==> src/rtl/serial_cpu_pkg.sv <==
// Shared definitions for the serial arithmetic blocks: FSM state type,
// default datapath width and the one-bit carry function.
package serial_cpu_pkg;

  localparam int unsigned DEFAULT_WIDTH = 8;

  typedef enum logic [1:0] {
    IDLE  = 2'd0,
    SHIFT = 2'd1,
    DONE  = 2'd2
  } state_e;

  function automatic logic majority(input logic x, input logic y, input logic z);
    return (x & y) | (x & z) | (y & z);
  endfunction

endpackage

==> src/rtl/serial_full_adder.sv <==
// One-bit serial full adder: combinational sum/carry plus the carry flip-flop
// that links successive bit positions.
module serial_full_adder
  import serial_cpu_pkg::*;
(
  input  logic clk,
  input  logic rst,
  input  logic load,
  input  logic load_val,
  input  logic en,
  input  logic a,
  input  logic b,
  output logic sum,
  output logic carry_r,
  output logic carry_next
);

  assign sum        = a ^ b ^ carry_r;
  assign carry_next = majority(a, b, carry_r);

  // carry register: cleared by reset, preset on load, advanced once per bit
  always_ff @(posedge clk) begin
    if (rst) begin
      carry_r <= 1'b0;
    end else if (load) begin
      carry_r <= load_val;
    end else if (en) begin
      carry_r <= carry_next;
    end else begin
      carry_r <= carry_r;
    end
  end

endmodule

==> src/rtl/serial_add_sequencer.sv <==
// Bit-serial add/subtract sequencer: loads two operands, streams them LSB-first
// through a one-bit adder and collects the parallel result.
module serial_add_sequencer
  import serial_cpu_pkg::*;
#(
  parameter int P_WIDTH = DEFAULT_WIDTH
) (
  input  logic               clk,
  input  logic               rst,
  input  logic               start,
  input  logic               sub,
  input  logic [P_WIDTH-1:0] op_a,
  input  logic [P_WIDTH-1:0] op_b,
  output logic               busy,
  output logic               done,
  output logic               shift_en,
  output logic               ser_a,
  output logic               ser_b,
  output logic               ser_sum,
  output logic               oe_n,
  output logic [P_WIDTH-1:0] result,
  output logic               carry_out,
  output logic               overflow
);

  localparam int CNT_W = $clog2(P_WIDTH) + 1;
  localparam logic [CNT_W-1:0] LAST_BIT = CNT_W'(P_WIDTH - 1);

  state_e             state_r;
  state_e             state_s;
  logic [P_WIDTH-1:0] a_r;
  logic [P_WIDTH-1:0] b_r;
  logic [P_WIDTH-1:0] result_r;
  logic [CNT_W-1:0]   cnt_r;
  logic               carry_out_r;
  logic               overflow_r;
  logic               accept_s;
  logic               shifting_s;
  logic               last_s;
  logic               sum_s;
  logic               carry_r;
  logic               carry_next_s;

  assign accept_s   = (state_r == IDLE) && start;
  assign shifting_s = (state_r == SHIFT);
  assign last_s     = shifting_s && (cnt_r == LAST_BIT);

  // subtraction is A + ~B + 1, so the carry is preset with sub on load
  serial_full_adder u_fa (
    .clk        (clk),
    .rst        (rst),
    .load       (accept_s),
    .load_val   (sub),
    .en         (shifting_s),
    .a          (a_r[0]),
    .b          (b_r[0]),
    .sum        (sum_s),
    .carry_r    (carry_r),
    .carry_next (carry_next_s)
  );

  // state register
  always_ff @(posedge clk) begin
    if (rst) begin
      state_r <= IDLE;
    end else begin
      state_r <= state_s;
    end
  end

  // next-state logic
  always_comb begin
    state_s = state_r;
    case (state_r)
      IDLE: begin
        if (start) state_s = SHIFT;
        else       state_s = IDLE;
      end
      SHIFT: begin
        if (cnt_r == LAST_BIT) state_s = DONE;
        else                   state_s = SHIFT;
      end
      DONE:    state_s = IDLE;
      default: state_s = IDLE;
    endcase
  end

  // output decode; serial bits are forced low outside SHIFT
  always_comb begin
    busy     = 1'b0;
    done     = 1'b0;
    shift_en = 1'b0;
    oe_n     = 1'b1;
    ser_a    = 1'b0;
    ser_b    = 1'b0;
    ser_sum  = 1'b0;
    case (state_r)
      IDLE: begin
        busy = 1'b0;
      end
      SHIFT: begin
        busy     = 1'b1;
        shift_en = 1'b1;
        ser_a    = a_r[0];
        ser_b    = b_r[0];
        ser_sum  = sum_s;
      end
      DONE: begin
        busy = 1'b1;
        done = 1'b1;
        oe_n = 1'b0;
      end
      default: begin
        busy = 1'b0;
      end
    endcase
  end

  // operand shifters, result collector, bit counter and status flags
  always_ff @(posedge clk) begin
    if (rst) begin
      a_r         <= '0;
      b_r         <= '0;
      result_r    <= '0;
      cnt_r       <= '0;
      carry_out_r <= 1'b0;
      overflow_r  <= 1'b0;
    end else if (accept_s) begin
      a_r   <= op_a;
      b_r   <= sub ? ~op_b : op_b;
      cnt_r <= '0;
    end else if (shifting_s) begin
      a_r      <= {1'b0, a_r[P_WIDTH-1:1]};
      b_r      <= {1'b0, b_r[P_WIDTH-1:1]};
      result_r <= {sum_s, result_r[P_WIDTH-1:1]};
      cnt_r    <= cnt_r + CNT_W'(1);
      if (last_s) begin
        // on the MSB, carry_r is the carry in and carry_next_s the carry out
        carry_out_r <= carry_next_s;
        overflow_r  <= carry_r ^ carry_next_s;
      end else begin
        carry_out_r <= carry_out_r;
        overflow_r  <= overflow_r;
      end
    end else begin
      a_r <= a_r;
    end
  end

  assign result    = result_r;
  assign carry_out = carry_out_r;
  assign overflow  = overflow_r;

endmodule

==> config.mk <==
export PLATFORM = sky130hd
export DESIGN_NAME = serial_add_sequencer
export DESIGN_NICKNAME = d
export VERILOG_FILES = /design/src/rtl/serial_cpu_pkg.sv /design/src/rtl/serial_full_adder.sv /design/src/rtl/serial_add_sequencer.sv
export SDC_FILE = /design/constraint.sdc
export NUM_CORES = 1
export LEC_CHECK = 0
export BUFFER_PORTS_ARGS = -buffer_cell sky130_fd_sc_hd__buf_2
export CORE_MARGIN = 4
export CORE_UTILIZATION = 52
export DETAILED_ROUTE_END_ITERATION = 6
export HOLD_SLACK_MARGIN = 0.15
export PLACE_DENSITY = 0.78
export SETUP_SLACK_MARGIN = 0.3
export SKIP_LAST_GASP = 1
export SYNTH_ARGS = -nofsm -noshare
export SYNTH_HDL_FRONTEND = slang
export SYNTH_SLANG_ARGS = --single-unit
==> constraint.sdc <==
create_clock -name clk -period 1.5 [get_ports clk]
set_input_delay 0.225 -clock clk [delete_from_list [all_inputs] [get_ports clk]]
set_output_delay 0.225 -clock clk [all_outputs]
set_load 0.01 [all_outputs]
# Yosys cells after proc, flatten, opt, wreduce, memory -nomap -nowiden
# Cells that the tools add are included.
[totals] ff_bits=33 in_bits=20 out_inout_bits=17 wordCells=47
[classes] addsub=1 n_eq_ne=3 mux=17 bitwise=10 n_reduce_logical=8
[ops] op="two-way mux 8 bit" count=5
[ops] op="two-way mux 1 bit" count=10
[ops] op="NOT 8 bit" count=1
[ops] op="adder 4 x 1 -> 4 bit, second input constant" count=1
[ops] op="== test 4 x 3 -> 1 bit, second input constant" count=1
[ops] op="one-hot mux 2 bit (2 select lines)" count=1
[ops] op="OR reduction 2 bit" count=2
[ops] op="bitwise AND 1 bit" count=3
[ops] op="AND reduction 3 bit" count=1
[ops] op="XOR 1 bit" count=3
[ops] op="== test 2 x 1 -> 1 bit, second input constant" count=1
[ops] op="== test 2 bit, second input constant" count=1
[ops] op="logical AND 1 bit" count=2
[ops] op="zero test 2 bit" count=1
[ops] op="two-way mux 2 bit" count=1
[ops] op="bitwise OR 1 bit" count=2
[ops] op="AND reduction 2 bit" count=1
[ops] op="nonzero test 2 bit" count=1
[ops] op="NOT 1 bit" count=1

# Longest topological paths before layout
[depth] depth_word=5 ltp_mapped=7 mapped_depth_nobuf=5

# Hierarchy
# A second synthesis with hierarchy kept.
[hier_totals] hier_cells=157 hier_area_um2=1542.7
[modules_own_cells] module="serial_add_sequencer" n_inst=1 cells_each=151 area_per_inst_um2=1470.2
[modules_own_cells] module="serial_full_adder" n_inst=1 cells_each=6 area_per_inst_um2=72.6

# Worst setup path after synthesis
# No wires, ideal clock.
[synth_timing] path_type="flip-flop to flip-flop" start="register state_r[1]" end="register overflow_r, in the netlist overflow" setup_ns=0.088 t_arrival_ns=1.274 required_ns=1.412 slack_ns=0.138 stages_incl_launch_ff=7 path_buffers=1 period_less_slack_ns=1.362 cell_sequence="dfxtp_1 inv_1 ha_1 buf_6 and4b_4 a21oi_2 a311oi_2"
[synth_between] elab_chain_len=4 word_cells_on_any_way=6
[synth_rtl] element="start, declared" line_no="serial_add_sequencer.sv:29" source="state_e state_r;"
[synth_rtl] element="start signal, assigned" line_no="serial_add_sequencer.sv:67" source="state_r <= state_s;"
[synth_rtl] element="zero test 2 bit" line_no="serial_add_sequencer.sv:44" source="assign accept_s = (state_r == IDLE) && start;"
[synth_rtl] element="logical AND 1 bit" line_no="serial_add_sequencer.sv:44"
[synth_rtl] element="NOT 1 bit (no line)"
[synth_rtl] element="AND reduction 3 bit (no line) *"
[synth_rtl] element="end signal, assigned" line_no="serial_add_sequencer.sv:140" source="overflow_r <= carry_r ^ carry_next_s;"
[synth_rtl] element="end signal, assigned" line_no="serial_add_sequencer.sv:143" source="overflow_r <= overflow_r;"
[synth_rtl] element="end, declared" line_no="serial_add_sequencer.sv:36" source="logic overflow_r;"
# Mark *: on every way between the ends. The rest lies on a longest branch, timed or not.
# A chain may end at the register's enable or synchronous reset.

# Worst setup path in the final report
[layout_timing] start="register u_fa.carry_r" end="output ser_sum"
[layout_between] elab_chain_len=2
[layout_rtl] element="start, declared" line_no="serial_full_adder.sv:14" source="output logic carry_r,"
[layout_rtl] element="start signal, assigned" line_no="serial_full_adder.sv:26" source="carry_r <= load_val;"
[layout_rtl] element="start signal, assigned" line_no="serial_full_adder.sv:28" source="carry_r <= carry_next;"
[layout_rtl] element="start signal, assigned" line_no="serial_full_adder.sv:30" source="carry_r <= carry_r;"
[layout_rtl] element="XOR 1 bit" line_no="serial_full_adder.sv:18" source="assign sum = a ^ b ^ carry_r;"
[layout_rtl] element="named net sum_s" line_no="serial_add_sequencer.sv:40" source="logic sum_s;"
[layout_rtl] element="two-way mux 1 bit" line_no="serial_add_sequencer.sv:97" source="case (state_r)"
[layout_rtl] element="end, declared" line_no="serial_add_sequencer.sv:19" source="output logic ser_sum,"
# The timed path passes the listed nets, and every way through them passes these cells.

==> results.toml <==
[logic_synthesis]
yosysWarnings = 0
synth_area_leaders = "dfxtp_1 (42%), mux2i_1 (15%), a211oi_1 (7.2%)"
yosys.area.top_type = "dfxtp_1"
synth_cells = 158
synth_seq_area_share_pct = 42.4
syn-cell-area_mm2 = 0.00156
synthesis.nets = 184
synth_area_per_cell_um2 = 9.86
yosysUniqueCellTypes = 27
ys_ff_latch = 33
synth_top_area_share_pct = 42.4

[routing]
via_per_inst = 5.90
routed-via-count = 1458
wl_met3_um = 198
drtIter0Drc = 113
dr.pass1.iters = 5
ant_nets = 0
wl_um = 5080
highest_layer = "met4"
wl_per_cell_um = 20.6
wl_met1_um = 1850
wl_met2_um = 2820
post-route-drc-count = 0

[placed_design]
globalplace.congestion = 0.729
hpwl_um = 2210
io_buffers = 36

[clock_tree]
cts_buffer_depth = 2
root_buffer = "clkbuf_4"
htree_levels = 2
cts_inserted_buffers = 5
clock-sinks = 33
worstSkewPairLatency_ns = 0.36
clk_pin_slew_ns = 0.11
cts_tree = "done"

[global_routing]
antenna_found_initial = 0
grt_max_degree = 34
grt.total_usage_pct = 20.0
grt_pass1_vias = 1350
grt_pass1_wl_um = 6220
gr-total-overflow = 0

[worst_hold_path]
hp-class = "in2reg"
min_path_cells = 3

[worst_setup_path]
end_kind = "primary output"
path_cells = "fa_2 > and2_4 > buf_6"
path_max_fanout = 2
cp_data_required_time_ns = 1.27
cpPeakStageDelay_ns = 0.59
cp.depth = 3
critPathTopFamily = "adder cells"
worstSetupPathType = "reg2out"
cp-start-kind = "flop"
crit_buf_inv = 1
crit_arrival_ns = 1.54
worst_r2r_path_depth = 7
critPathSlowestCell = "fa_2"

[layout]
area_growth_pct = 53.9
drive_gt1_share_pct = 53.2
diodes = 0
fin_util_pct = 85.5
final.fill_count = 127
final_net_count = 241

[die]
ios = 37
die_w_um = 62.7
coreArea_mm2 = 0.00281
start_util_pct = 55.5
die_area_mm2 = 0.00394
die_y_um = 62.7
rows = 19

[power_and_ir_drop]
seqPwrFrac_pct = 43.6
clkPwrFrac_pct = 31.7
p_switching_mw = 0.619
p_leak_nw = 0.980
power_density_mw_per_mm2 = 937
power_mw = 2.25
vdd_drop_max_mv = 0.742
intPower_mw = 1.63
p_sw_share_pct = 27.5
combinationalPowerShare_pct = 24.6

[sta]
finalSetupViolCount = 1
rsz0062_at_grt = "true"
hold_violations = 0
clock-skew-final_ns = 0.0185
fin_crit_ns = 1.76
finalSetupTns_ns = -0.260
period_share_pct = 117
worst_pin_slew_ns = 0.735
holdWs_ns = 0.155
slew_violations = 0
fin_ws_ns = -0.260
relSlewSlack_pct = 51.0
max_freq_ghz = 0.568

[run_status]
status = "finished with violations"
violations = "negative setup slack"

[flow_run]
max_cap_viol_count = 0
final cells by class:
class                   count  area, um2  share of cell area [%]
clock buffers               7       55.1                    2.30
clock inverters             1       30.0                    1.25
inverters                   4       20.0                   0.835
multi-input cells         108       1000                    41.9
flip-flops and latches     33        671                    28.0
well taps                  31       38.8                    1.62
repair buffers             63        578                    24.1
per-stage QoR:
step | instances | instance area, um2 | worst slack (ns)
floorplan | 158 | 1580 | 0.262
global placement | 215 | 1760 | 0.152
detailed placement | 215 | 1760 | 0.144
finish | 247 | 2400 | -0.260
CTS | 239 | 2170 | -0.220
global route | 247 | 2400 | -0.274
path summary, 6_finish.rpt:
kind / startpoint / slack [ns] / endpoint
max reg2reg: state_r[1] / 0.05 / b_r[4]
max: u_fa.carry_r / -0.26 / ser_sum
min: op_a[4] / 0.15 / a_r[4]
min reg2reg: result[0] / 0.51 / result[0]
flip-flops by register name (all words and copies together) (netlist names):
register and flops:
a_r 8, b_r 8, result 8, cnt_r 4, state_r 2, carry_out 1
overflow 1, u_fa.carry_r 1
what timing repair did:
action,in CTS,in global routing
buffers inserted,12,7
hold endpoints to repair,1,0
setup endpoints to repair,31,40
resized for setup,34,42
hold buffers,1,0
pin swaps,20,7
cloned,3,1
power by group through the flow:
| stage | clock network [mW] | logic, mW | registers (mW) |
|---|---|---|---|
| 2_1_floorplan | 0 | 0.230 | 0.976 |
| 3_3_place_gp | 0 | 0.291 | 0.980 |
| 3_5_place_dp | 0 | 0.302 | 0.984 |
| 4_1_cts | 0.710 | 0.425 | 0.966 |
| 5_1_grt | 0.740 | 0.584 | 0.985 |
| 6_report | 0.713 | 0.554 | 0.980 |
logic make-up (layout without fill, tap and decap cells):
group	count (synthesis)	after routing	share of synthesized area, %
AND/OR/NAND/NOR	44	44	13.5
flip-flops	33	33	42.4
multiplexers	24	24	15.4
AO/OA/AOI/OAI	22	22	10.4
buffers and inverters	17	75	6.26
XOR/XNOR	12	12	6.75
adder cells (fa/ha/maj)	6	6	5.30
cells in the final DEF, fill, tap and decap left out, drive strengths merged:
cell and instances:
nand3b 3, a211oi 15, mux2i 24, nand3 1, xnor2 2, nand4b 1, nand2 4, a21oi 5
o21ai 1, fa 1, dfxtp 33, nor3 4, nor2 25, ha 5, and4b 1, buf 62
inv 4, a311oi 1, xor2 10, bufinv 1, and2 4, dlygate4sd3 1, nand4 1, clkbuf 7
layer usage:
layer | vias up | track usage, %
li1 | 655 | -
met3 | 21 | 4.50
met5 | - | 0
met2 | 69 | 36.4
met4 | 0 | 8.26
met1 | 713 | 22.2
worst reg2reg max path, cell delays in order (launching register included):
cell and delay [ns]:
dfxtp_2 0.35, inv_4 0.09, ha_4 0.19, buf_8 0.15, buf_6 0.12, buf_6 0.10, mux2i_1 0.23, a211oi_2 0.09
cells in the mapped netlist:
cell,instances
nand4_1,1
dfxtp_1,33
buf_2,3
a211oi_1,15
nand4b_1,1
nand3_1,1
nor3_1,4
buf_1,1
fa_1,1
nand3b_1,3
a311oi_2,1
mux2i_1,24
xnor2_1,2
a21oi_1,4
a21oi_2,1
and4b_4,1
buf_8,1
ha_1,5
nor2_1,25
clkbuf_1,5
buf_4,1
inv_1,4
o21ai_0,1
buf_6,2
and2_1,4
nand2_1,4
xor2_1,10
Power figures use the tool's default switching activity.
